$ cat config.mk
export PLATFORM = sky130hd
export DESIGN_NAME = serializer_fifo
export DESIGN_NICKNAME = d
export VERILOG_FILES = /design/src/rtl/serializer_fifo.sv
export SDC_FILE = /design/constraint.sdc
export NUM_CORES = 1
export LEC_CHECK = 0
export ABC_AREA = 1
export CAP_MARGIN = 20
export CORE_MARGIN = 8
export CORE_UTILIZATION = 45
export CTS_CLUSTER_DIAMETER = 50
export DETAILED_ROUTE_END_ITERATION = 10
export PLACE_DENSITY = 0.6
export SYNTH_ARGS = -nofsm -noshare
export SYNTH_HDL_FRONTEND = slang
export SYNTH_SLANG_ARGS = --single-unit
$ cat constraint.sdc
create_clock -name clk_i -period 6.89 [get_ports clk_i]
set_clock_uncertainty 0.15 [all_clocks]
set_input_delay 0.689 -clock clk_i [delete_from_list [all_inputs] [get_ports clk_i]]
set_output_delay 0.689 -clock clk_i [all_outputs]
set_load 0.05 [all_outputs]
$ cat src/rtl/serializer_fifo.sv
// serializer_fifo: buffers parallel words of selectable valid length in a small
// FIFO and shifts each one out as a serial bit stream, MSB- or LSB-first per word.
// Words are emitted back to back with no idle cycle when the FIFO holds the next one.
//
// FSM states
//   state | meaning
//   IDLE  | nothing in shift; pops the head word as soon as the FIFO is non-empty
//   WORK  | shifting a word; bit advances on ser_ready_i, next word popped on last bit
module serializer_fifo #(
    parameter int DATA_BUS_WIDTH = 16,
    parameter int DATA_MOD_WIDTH = 4,
    parameter int FIFO_DEPTH     = 4
) (
    input  logic                          clk_i,
    input  logic                          arst_n_i,
    input  logic [DATA_BUS_WIDTH-1:0]     data_i,
    input  logic [DATA_MOD_WIDTH-1:0]     data_mod_i,
    input  logic                          msb_first_i,
    input  logic                          data_val_i,
    output logic                          data_ready_o,
    output logic                          ser_data_o,
    output logic                          ser_data_val_o,
    input  logic                          ser_ready_i,
    output logic                          busy_o,
    output logic [$clog2(FIFO_DEPTH):0]   fifo_level_o
);

    localparam int PTR_W = $clog2(FIFO_DEPTH);
    localparam int LVL_W = PTR_W + 1;
    localparam int CNT_W = $clog2(DATA_BUS_WIDTH + 1);

    typedef enum logic {
        IDLE = 1'b0,
        WORK = 1'b1
    } state_t;

    state_t state;
    state_t state_next;

    // FIFO storage: one entry per word, payload plus its length and bit order
    logic [DATA_BUS_WIDTH-1:0] mem_data [FIFO_DEPTH];
    logic [DATA_MOD_WIDTH-1:0] mem_mod  [FIFO_DEPTH];
    logic                      mem_msb  [FIFO_DEPTH];

    logic [PTR_W-1:0] wr_ptr;
    logic [PTR_W-1:0] rd_ptr;
    logic [LVL_W-1:0] level;
    logic [LVL_W-1:0] level_next;
    logic             ready;

    // Shift path for the word currently being serialised
    logic [DATA_BUS_WIDTH-1:0] shift;
    logic                      shift_msb;
    logic [CNT_W-1:0]          bit_cnt;
    logic [CNT_W-1:0]          load_cnt;

    logic push;
    logic pop;
    logic fifo_empty;
    logic advance;
    logic word_done;

    assign push       = data_val_i && ready;
    assign fifo_empty = (level == '0);
    assign advance    = (state == WORK) && ser_ready_i;
    assign word_done  = advance && (bit_cnt == CNT_W'(1));
    // A pop happens either to start from IDLE or to chain the next word onto the
    // last accepted bit, which is what removes the gap between words.
    assign pop        = !fifo_empty && ((state == IDLE) || word_done);

    // A length field of zero means the full bus width is valid.
    assign load_cnt = (mem_mod[rd_ptr] == '0) ? CNT_W'(DATA_BUS_WIDTH)
                                              : CNT_W'(mem_mod[rd_ptr]);

    // Next FIFO occupancy; simultaneous push and pop cancel out.
    always_comb begin
        level_next = level;
        case ({push, pop})
            2'b10:   level_next = level + LVL_W'(1);
            2'b01:   level_next = level - LVL_W'(1);
            default: level_next = level;
        endcase
    end

    // FIFO pointers, occupancy and the registered ready flag.
    always_ff @(posedge clk_i or negedge arst_n_i) begin
        if (!arst_n_i) begin
            wr_ptr <= '0;
            rd_ptr <= '0;
            level  <= '0;
            ready  <= 1'b0;
        end else begin
            if (push) wr_ptr <= wr_ptr + PTR_W'(1);
            if (pop)  rd_ptr <= rd_ptr + PTR_W'(1);
            level <= level_next;
            ready <= (level_next < LVL_W'(FIFO_DEPTH));
        end
    end

    // FIFO payload write; contents need no reset because the pointers gate them.
    always_ff @(posedge clk_i) begin
        if (push) begin
            mem_data[wr_ptr] <= data_i;
            mem_mod[wr_ptr]  <= data_mod_i;
            mem_msb[wr_ptr]  <= msb_first_i;
        end
    end

    // FSM state register.
    always_ff @(posedge clk_i or negedge arst_n_i) begin
        if (!arst_n_i) state <= IDLE;
        else           state <= state_next;
    end

    // FSM next-state logic.
    always_comb begin
        state_next = state;
        case (state)
            IDLE: if (!fifo_empty) state_next = WORK;
            WORK: if (word_done && fifo_empty) state_next = IDLE;
            default: state_next = state_t'(1'bx);
        endcase
    end

    // Shift register: load on pop, otherwise move one bit per accepted bit.
    always_ff @(posedge clk_i or negedge arst_n_i) begin
        if (!arst_n_i) begin
            shift     <= '0;
            shift_msb <= 1'b0;
            bit_cnt   <= '0;
        end else if (pop) begin
            shift     <= mem_data[rd_ptr];
            shift_msb <= mem_msb[rd_ptr];
            bit_cnt   <= load_cnt;
        end else if (advance) begin
            if (shift_msb) shift <= {shift[DATA_BUS_WIDTH-2:0], 1'b0};
            else           shift <= {1'b0, shift[DATA_BUS_WIDTH-1:1]};
            bit_cnt <= bit_cnt - CNT_W'(1);
        end
    end

    assign data_ready_o   = ready;
    assign ser_data_val_o = (state == WORK);
    assign ser_data_o     = (state == WORK) &&
                            (shift_msb ? shift[DATA_BUS_WIDTH-1] : shift[0]);
    assign busy_o         = (state == WORK) || !fifo_empty;
    assign fifo_level_o   = level;

endmodule

======== Word-level counts from Yosys, hierarchy flattened ========
Memory sizes are Yosys's and may differ from the RTL's. A register that Yosys moved wholly into a read port is not among the register bits.
Cells that the tools add are included.
storage, ports and cells
  register bits ........................... 30
  output and inout port bits .............. 7
  bits of input ports ..................... 25
  memory bits (writable) .................. 84
  memories ................................ 3
  word-level logic and storage cells ...... 46
cells by class
  equal/unequal tests ..................... 3
  reduce and logical (&&, ||, !) cells .... 13
  magnitude comparators ................... 1
  mux-type cells .......................... 13
  add/subtract/negate cells ............... 5
  bitwise operators ....................... 1
memory list
  memory    words  bits a word  rd ports  clocked after Yosys merged registers in  wr ports  RTL line  source
  mem_data  4      16           1         0                                        1         41        logic [DATA_BUS_WIDTH-1:0] mem_data [FIFO_DEPTH];
  mem_mod   4      4            1         0                                        1         42        logic [DATA_MOD_WIDTH-1:0] mem_mod [FIFO_DEPTH];
  mem_msb   4      1            1         1                                        1         43        logic mem_msb [FIFO_DEPTH];
operators by type and width
  kind                                                                    number
  16-bit two-way mux                                                      3
  5-bit two-way mux                                                       3
  1-bit logical AND                                                       6
  3-bit case mux with 2 select lines                                      1
  5-bit by 1-bit equality test with 1-bit output (second input constant)  1
  1-bit two-way mux                                                       5
  5-bit by 1-bit subtractor with 5-bit output (second input constant)     1
  2-bit by 1-bit adder with 2-bit output (second input constant)          2
  4-bit zero test                                                         1
  3-bit by 1-bit adder with 3-bit output (second input constant)          1
  3-bit zero test                                                         1
  3-bit < comparator (second input constant)                              1
  3-bit by 1-bit subtractor with 3-bit output (second input constant)     1
  2-bit by 1-bit equality test with 1-bit output (second input constant)  1
  2-bit equality test (second input constant)                             1
  1-bit zero test                                                         2
  1-bit logical OR                                                        2
  1-bit case mux with 2 select lines                                      1
  2-bit nonzero test                                                      1
  1-bit NOT                                                               1

======== Longest topological paths before layout ========
Gate-level depths: netlist of the first run.
  word-level depth ........................ 7
  depth in mapped cells ................... 13
  depth with buffers taken out ............ 12

======== Worst setup path before layout of the first run ========
Ideal clock, no wire load.
  kind .................................... register to register
  from .................................... register level[0], in the netlist fifo_level_o[0]
  to ...................................... register ready, in the netlist data_ready_o
  arrival time ............................ 2188 ps
  path buffers ............................ 1
  cell stages (with the launch flop) ...... 11
  slack ................................... 4431 ps
  setup time .............................. 121 ps
  required time ........................... 6619 ps
  cell sequence ........................... dfrtp_1 nor2_1 nand2_1 nand2_4 inv_4 buf_6 ha_1 fa_1 o21ai_0 xor2_1 inv_1
between the ends
  longest elaborated chain between the ends .. 6
  elaborated cells between the ends (all ways) .. 9
RTL lines
  item                                                                                          RTL line  source
  start: declaration                                                                            47        logic [LVL_W-1:0] level;
  start signal: assignment                                                                      95        level <= level_next;
  3-bit zero test                                                                               64        assign fifo_empty = (level == '0);
  1-bit zero test                                                                               69        assign pop = !fifo_empty && ((state == IDLE) || word_done);
  1-bit logical AND                                                                             69
  2-bit by 1-bit equality test with 1-bit output / 2-bit equality test (equally long branches)  78        case ({push, pop})
  3-bit case mux with 2 select lines *                                                          78
  3-bit < comparator *                                                                          96        ready <= (level_next < LVL_W'(FIFO_DEPTH));
  end signal: assignment                                                                        96
  end: declaration                                                                              49        logic ready;
Every way passes the cells marked *; elsewhere a longest branch is shown, timed or not.
A chain may end at the register's enable or synchronous reset.

======== Final worst setup path of the first run ========
  from .................................... register shift_msb, read port of mem_msb
  to ...................................... output port ser_data_o
between the ends
  longest elaborated chain between the ends .. 2
RTL lines
  item                RTL line  source
  start: declaration  53        logic shift_msb;
  1-bit two-way mux   145       (shift_msb ? shift[DATA_BUS_WIDTH-1] : shift[0]);
  1-bit logical AND   144       assign ser_data_o = (state == WORK) &&
  end: declaration    21        output logic ser_data_o,
No other way between the ends.

==> impl_metrics.py, run 1 <==
metrics = {
    "outcome": {
        "status": "finished, final reports clean",
    },
    "die": {
        "io_pins": 32,
        "core_area_um2": 10800,
        "row_count": 38,
        "die_w_um": 121,
        "start_util_pct": 46.0,
        "dieArea_um2": 14700,
        "fp.dieH_um": 121,
    },
    "worst_setup_path": {
        "cp_common_cell": "nor2_1",
        "startpoint_type": "register",
        "slowest_stage": "dfrtp_1",
        "crit_fanout": 18,
        "critPathArrivalTime_ns": 2.49,
        "timing.critical_path.cells": "inv_2, nor2_1, nor2_1, clkdlybuf4s50_1",
        "required_ns": 6.05,
        "slowest_delay_ns": 0.80,
        "cp-end-kind": "output pin",
        "criticalPathCategory": "register to output pin",
    },
    "routing": {
        "drtPass1Iterations": 4,
        "drt-initial-drc-count": 198,
        "num_vias": 3238,
        "antenna_left": 0,
        "drt-vias-per-instance": 5.12,
        "wl_per_cell_um": 15.8,
        "route.detailed.drc": 0,
        "wirelength_mm": 10.0,
    },
    "synthesis": {
        "synth_cell_types": 33,
        "avgSynthCellArea_um2": 11.2,
        "ys_ff_latch": 115,
        "synth_fp_nets": 479,
        "yosysWarnings": 0,
        "synth_edf_count": 84,
        "syn-cell-area_um2": 4980,
        "synthFlopType": "edfxtp_1",
        "synth.most_common_cell": "nand2_1",
        "ys_seq_area_share_pct": 66.2,
        "async_reset_ff_share_pct": 27.0,
        "synth.top_cells.by_count": "nand2_1, edfxtp_1, nor2_1, a21oi_1, dfrtp_1",
        "synth.top_cell.area_share_pct": 50.6,
        "synth_cells": 446,
        "synthTopCellsByArea": "edfxtp_1, dfrtp_1, nand2_1",
        "yosys.area.top_type": "edfxtp_1",
    },
    "sta": {
        "worst_pin_slew_ns": 0.723,
        "finalHoldViolCount": 0,
        "setup_tns_ns": 0,
        "fin_ws_ns": 3.56,
        "max_freq_mhz": 300,
        "min_period_ns": 3.33,
        "period_share_pct": 48.3,
        "maxSlewViolCount": 0,
        "rsz0062_at_grt": "false",
        "finalSetupViolCount": 0,
        "slew_headroom_pct": 51.8,
    },
    "power_and_ir_drop": {
        "power_leakage_uw": 0.00227,
        "p_per_area_nw_per_um2": 410,
        "vdd_drop_max_mv": 0.178,
    },
    "flow_run": {
        "maxCapViolations": 0,
    },
    "grt": {
        "grt_pass1_wl_mm": 17.1,
        "track_usage_pct": 15.1,
        "grt_pass1_vias": 3341,
        "grt_antenna_before_repair": 0,
        "grt_max_degree": 46,
        "grt-ovfl-total": 0,
    },
    "clocking": {
        "cts_tree": "built",
        "cts_buffers": 17,
        "cts_setup_buffers": 0,
        "cts-resized-gates": 0,
        "cts_max_path_buffers": 2,
        "root_buffer": "clkbuf_8",
        "h-tree-depth": 4,
        "clkTransAtPathRegs_ns": 0.05,
        "cts_hold_buf": 0,
        "clock_latency_ns": 0.50,
        "cts.sinks": 115,
    },
    "layout": {
        "nets": 514,
        "area.growth.synth_to_final_pct": 18.0,
        "antenna_cells": 0,
        "drive_gt1_share_pct": 11.2,
    },
    "place": {
        "pre_cts_ws_ns": 3.61,
        "numPortBuffers": 31,
        "place_hpwl_mm": 5.95,
        "gp_congestion": 0.720,
    },
    "hold_path": {
        "min_path_type": "register to register",
    },
}
## placed cells by master, fill, tap and decap left out, types with 3 or more instances in the layout
cell             instances
clkbuf_16               16
o21ai_0                 20
dfrtp_1                 31
ha_1                     7
inv_2                    3
xor2_1                   6
o211ai_1                 8
nor2_1                  43
nand3_1                 28
nor2_2                   5
edfxtp_1                84
nand2_1                111
buf_4                    7
clkdlybuf4s50_1         31
o211ai_2                 7
clkinv_2                 4
a21oi_1                 33
inv_1                   14
clkinv_1                 5
o21ai_1                  5
clkbuf_1                 3
## flip-flops by register name (all words and copies together) (netlist names), named ones only
| name | cells |
|---|---|
| fifo_level_o | 2 |
| mem_data | 64 |
| ser_data_val_o | 1 |
| data_ready_o | 1 |
| bit_cnt | 5 |
| wr_ptr | 2 |
| shift_msb | 1 |
| mem_msb | 4 |
| rd_ptr | 2 |
| mem_mod | 16 |
| shift | 16 |
## routing by layer
| metal | wire length, µm | global-route usage [%] | share of wire [%] | up-vias |
|---|---|---|---|---|
| met5 | 0 | 0 | 0 | - |
| met4 | 148 | 6.32 | 1.5 | 0 |
| met3 | 628 | 4.51 | 6.3 | 14 |
| met2 | 4590 | 22.9 | 46 | 86 |
| met1 | 4640 | 19.7 | 46 | 1537 |
| li1 | - | - | - | 1601 |
## layout make-up
class | count | area (µm²)
Fill cell | 943 | 4960
Sequential cell | 115 | 3300
Multi-Input combinational cell | 290 | 1470
Clock buffer | 20 | 425
Timing Repair Buffer | 38 | 363
Tap cell | 140 | 175
Inverter | 19 | 76.3
Clock inverter | 10 | 68.8
## where the power goes
group          internal (µW)  switching (µW)
sequential               871             100
combinational            238             465
clock                    462             273
total                   1570             838
## through the flow
step | std cells | util (%) | total power [µW] | cell area, µm² | hold slack, ns
after floorplan | 446 | - | 1510 | 4980 | 0.243
after global placement | 602 | 49.7 | 1680 | 5390 | 0.342
after detailed placement | 602 | 49.7 | 1690 | 5390 | 0.349
after CTS | 632 | 54.2 | 2440 | 5880 | 0.361
after global routing | 632 | 54.2 | 2570 | 5880 | 0.395
final | 632 | 54.2 | 2410 | 5880 | 0.359
## cell families after synthesis
group | Yosys count | share of synthesized area, %
and+or+nand+nor | 197 | 16.4
DFF | 115 | 66.2
AOI/OAI and AO/OA | 77 | 9.39
buffers and inverters | 41 | 4.44
adders and majority gates | 8 | 2.16
xor gates and xnor gates | 7 | 1.23
muxes | 1 | 0.226
## path summary, 6_finish.rpt
| kind | slack, ns | from | end | depth (start not counted) |
|---|---|---|---|---|
| worst min register to register | 0.36 | bit_cnt[1] | bit_cnt[1] | 2 |
| worst max register to register | 4.23 | bit_cnt[0] | data_ready_o | 11 |
| min in group asynchronous | 0.43 | arst_n_i | wr_ptr[1] | 2 |
| max in group asynchronous | 5.85 | arst_n_i | shift[6] | 2 |
| worst min-delay path | 0.36 | bit_cnt[1] | bit_cnt[1] | 2 |
| worst max-delay path | 3.56 | shift_msb | ser_data_o | 4 |
## critical path, delay by kind of cell (launching register included)
family | cells | cell delay [ns]
AND/OR/NAND/NOR | 2 | 0.21
buffers and inverters | 2 | 0.98
flip-flops | 1 | 0.80
Power figures use the tool's default switching activity.
==> run 2, diff against run 1 <==
- PLACE_DENSITY: 0.6 -> 0.63
- clock period: 6.89 -> 2.9 ns (I/O delays scaled with it)
==> run 2 against run 1 <==
  * Die area unchanged
  * Final area increased by 1.1%
  * Hold slack got worse by 0.32 ns
  * Critical endpoint is now busy_o
  * Largest cell class unchanged
==> impl_metrics.py, run 2 (same netlist as run 1, synthesis figures left out) <==
metrics = {
    "worst_setup_path": {
        "worstReg2RegEnd": "data_ready_o",
        "criticalPathCategory": "register to output pin",
        "r2r_setup_slack_ns": 0.66,
        "startpoint_type": "register",
        "critPathTopFamily": "buffers and inverters",
        "r2r-start": "bit_cnt[0]",
        "required_ns": 2.46,
        "slowest_delay_ns": 0.71,
        "crit_buf_inv": 1,
        "critPathArrivalTime_ns": 2.19,
        "cp-end-kind": "output pin",
        "timing.critical_path.cells": "nor2_1, nand2_1, or2_2, clkdlybuf4s50_1",
        "reg2reg_depth": 11,
        "crit_fanout": 4,
        "slowest_stage": "clkdlybuf4s50_1",
        "cp_num_cells": 4,
        "crit_end": "busy_o",
        "crit_start": "fifo_level_o[0]",
    },
    "grt": {
        "track_usage_pct": 15.2,
        "grt-ovfl-total": 0,
        "grt_antenna_before_repair": 0,
        "grt_max_degree": 45,
        "grt_pass1_vias": 3364,
        "grt_pass1_wl_mm": 17.1,
    },
    "place": {
        "pre_cts_ws_ns": 0.450,
        "place_hpwl_mm": 6.10,
        "gp_congestion": 0.770,
        "numPortBuffers": 31,
        "placedCellCount": 606,
    },
    "routing": {
        "antenna_left": 0,
        "num_vias": 3323,
        "drtPass1Iterations": 4,
        "route.detailed.drc": 0,
        "drt-initial-drc-count": 187,
        "wl_per_cell_um": 16.0,
        "drt-vias-per-instance": 5.21,
        "wirelength_mm": 10.2,
    },
    "sta": {
        "fin_ws_ns": 0.273,
        "maxSlewViolCount": 0,
        "worst_pin_slew_ns": 0.709,
        "min_period_ns": 2.63,
        "finalHoldViolCount": 0,
        "finalSetupViolCount": 0,
        "setup_tns_ns": 0,
        "period_share_pct": 90.6,
        "slew_headroom_pct": 52.7,
        "rsz0062_at_grt": "false",
        "max_freq_mhz": 381,
    },
    "power_and_ir_drop": {
        "pwr-share-clk_pct": 31.0,
        "p_per_area_nw_per_um2": 976,
        "power_leakage_uw": 0.00232,
        "swShare_pct": 34.4,
        "vdd_drop_max_mv": 0.435,
        "comb_power_share_pct": 29.5,
        "internal_power_uw": 3810,
        "seqPwrFrac_pct": 39.5,
        "p_sw_uw": 2000,
    },
    "flow_run": {
        "maxCapViolations": 0,
    },
    "die": {
        "dieArea_um2": 14700,
        "io_pins": 32,
        "die_w_um": 121,
        "row_count": 38,
        "start_util_pct": 46.0,
        "fp.dieH_um": 121,
        "core_area_um2": 10800,
    },
    "clocking": {
        "cts_max_path_buffers": 2,
        "cts_hold_buf": 0,
        "cts-resized-gates": 0,
        "cts_setup_buffers": 0,
        "cts_tree": "built",
        "h-tree-depth": 4,
        "clock_latency_ns": 0.51,
        "cts.sinks": 115,
        "clkTransAtPathRegs_ns": 0.05,
        "cts_buffers": 17,
        "root_buffer": "clkbuf_8",
    },
    "outcome": {
        "status": "finished, final reports clean",
    },
    "layout": {
        "area.growth.synth_to_final_pct": 19.3,
        "antenna_cells": 0,
        "regMostFlops": "mem_data",
        "largest_reg_flops": 64,
        "seq_area_um2": 3300,
        "drive_gt1_share_pct": 13.1,
        "largest_registers": "mem_data (64), mem_mod (16), shift (16)",
        "most-common-layout-cells": "nand2_1, edfxtp_1, nor2_1",
        "mostFrequentLayoutCell": "nand2_1",
        "multiInputGateArea_um2": 1470,
        "nets": 518,
        "layout.cells.non_filler": 638,
        "n_fill_cell": 919,
    },
    "hold_path": {
        "min_path_type": "input pin to asynchronous set/reset pin",
    },
}
-- run 2: cell types whose count changed in the layout (fill, tap and decap cells not counted) --
cell / before / now
buf_4: 7 / 11
bufinv_16: 1 / 0
clkbuf_1: 3 / 4
clkbuf_8: 1 / 6
clkinv_1: 5 / 0
clkinv_2: 4 / 6
-- run 2: cell type report --
type,instances,share of cell area [%]
timing repair buffer,42,6.61
tap,140,2.95
inverter,19,1.28
sequential,115,55.5
clock inverter,6,0.505
multi-input combinational,290,24.8
clock buffer,26,8.38
-- run 2: routing by layer --
layer | share of wire, % | global-route usage (%)
met5 | 0 | 0
met4 | 2.8 | 7.56
met3 | 5.0 | 4.14
met2 | 48 | 24.8
met1 | 44 | 18.3
-- run 2: worst min-delay path by stage --
stage	to	cells after the start	from
after detailed placement	bit_cnt[1]	2	bit_cnt[1]
after global placement	bit_cnt[1]	2	bit_cnt[1]
after global routing	wr_ptr[0]	2	arst_n_i
final	asynchronous set/reset pin	2	arst_n_i
after CTS	ser_data_val_o	2	arst_n_i
after floorplan	asynchronous set/reset pin	0	arst_n_i
-- run 2: worst reg2reg max path: stages (launching register included) --
cell and delay [ns]:
dfrtp_1 0.41, ha_1 0.23, nand3_2 0.07, nand2_2 0.06, nand2_4 0.08, inv_4 0.03
ha_1 0.21, fa_1 0.40, a21oi_1 0.14, o21ai_0 0.11, xor2_1 0.17, inv_1 0.06
-- run 2: per-stage QoR --
stage,hold slack (ns),utilization [%],power [µW],cell area (µm²)
2_1_floorplan,-0.156,-,3590,4980
3_3_place_gp,0.343,50.0,4000,5420
3_5_place_dp,0.345,50.0,4040,5420
4_1_cts,0.0314,54.8,5880,5940
5_1_grt,0.0660,54.8,6190,5940
6_report,0.0349,54.8,5800,5940
-- run 2: power groups by stage --
stage	combinational [µW]	sequential (µW)	clock, µW
global placement	1690	2310	0
finish	1710	2290	1800
CTS	1740	2290	1840
floorplan	1240	2350	0
detailed placement	1720	2320	0
global route	1960	2330	1900
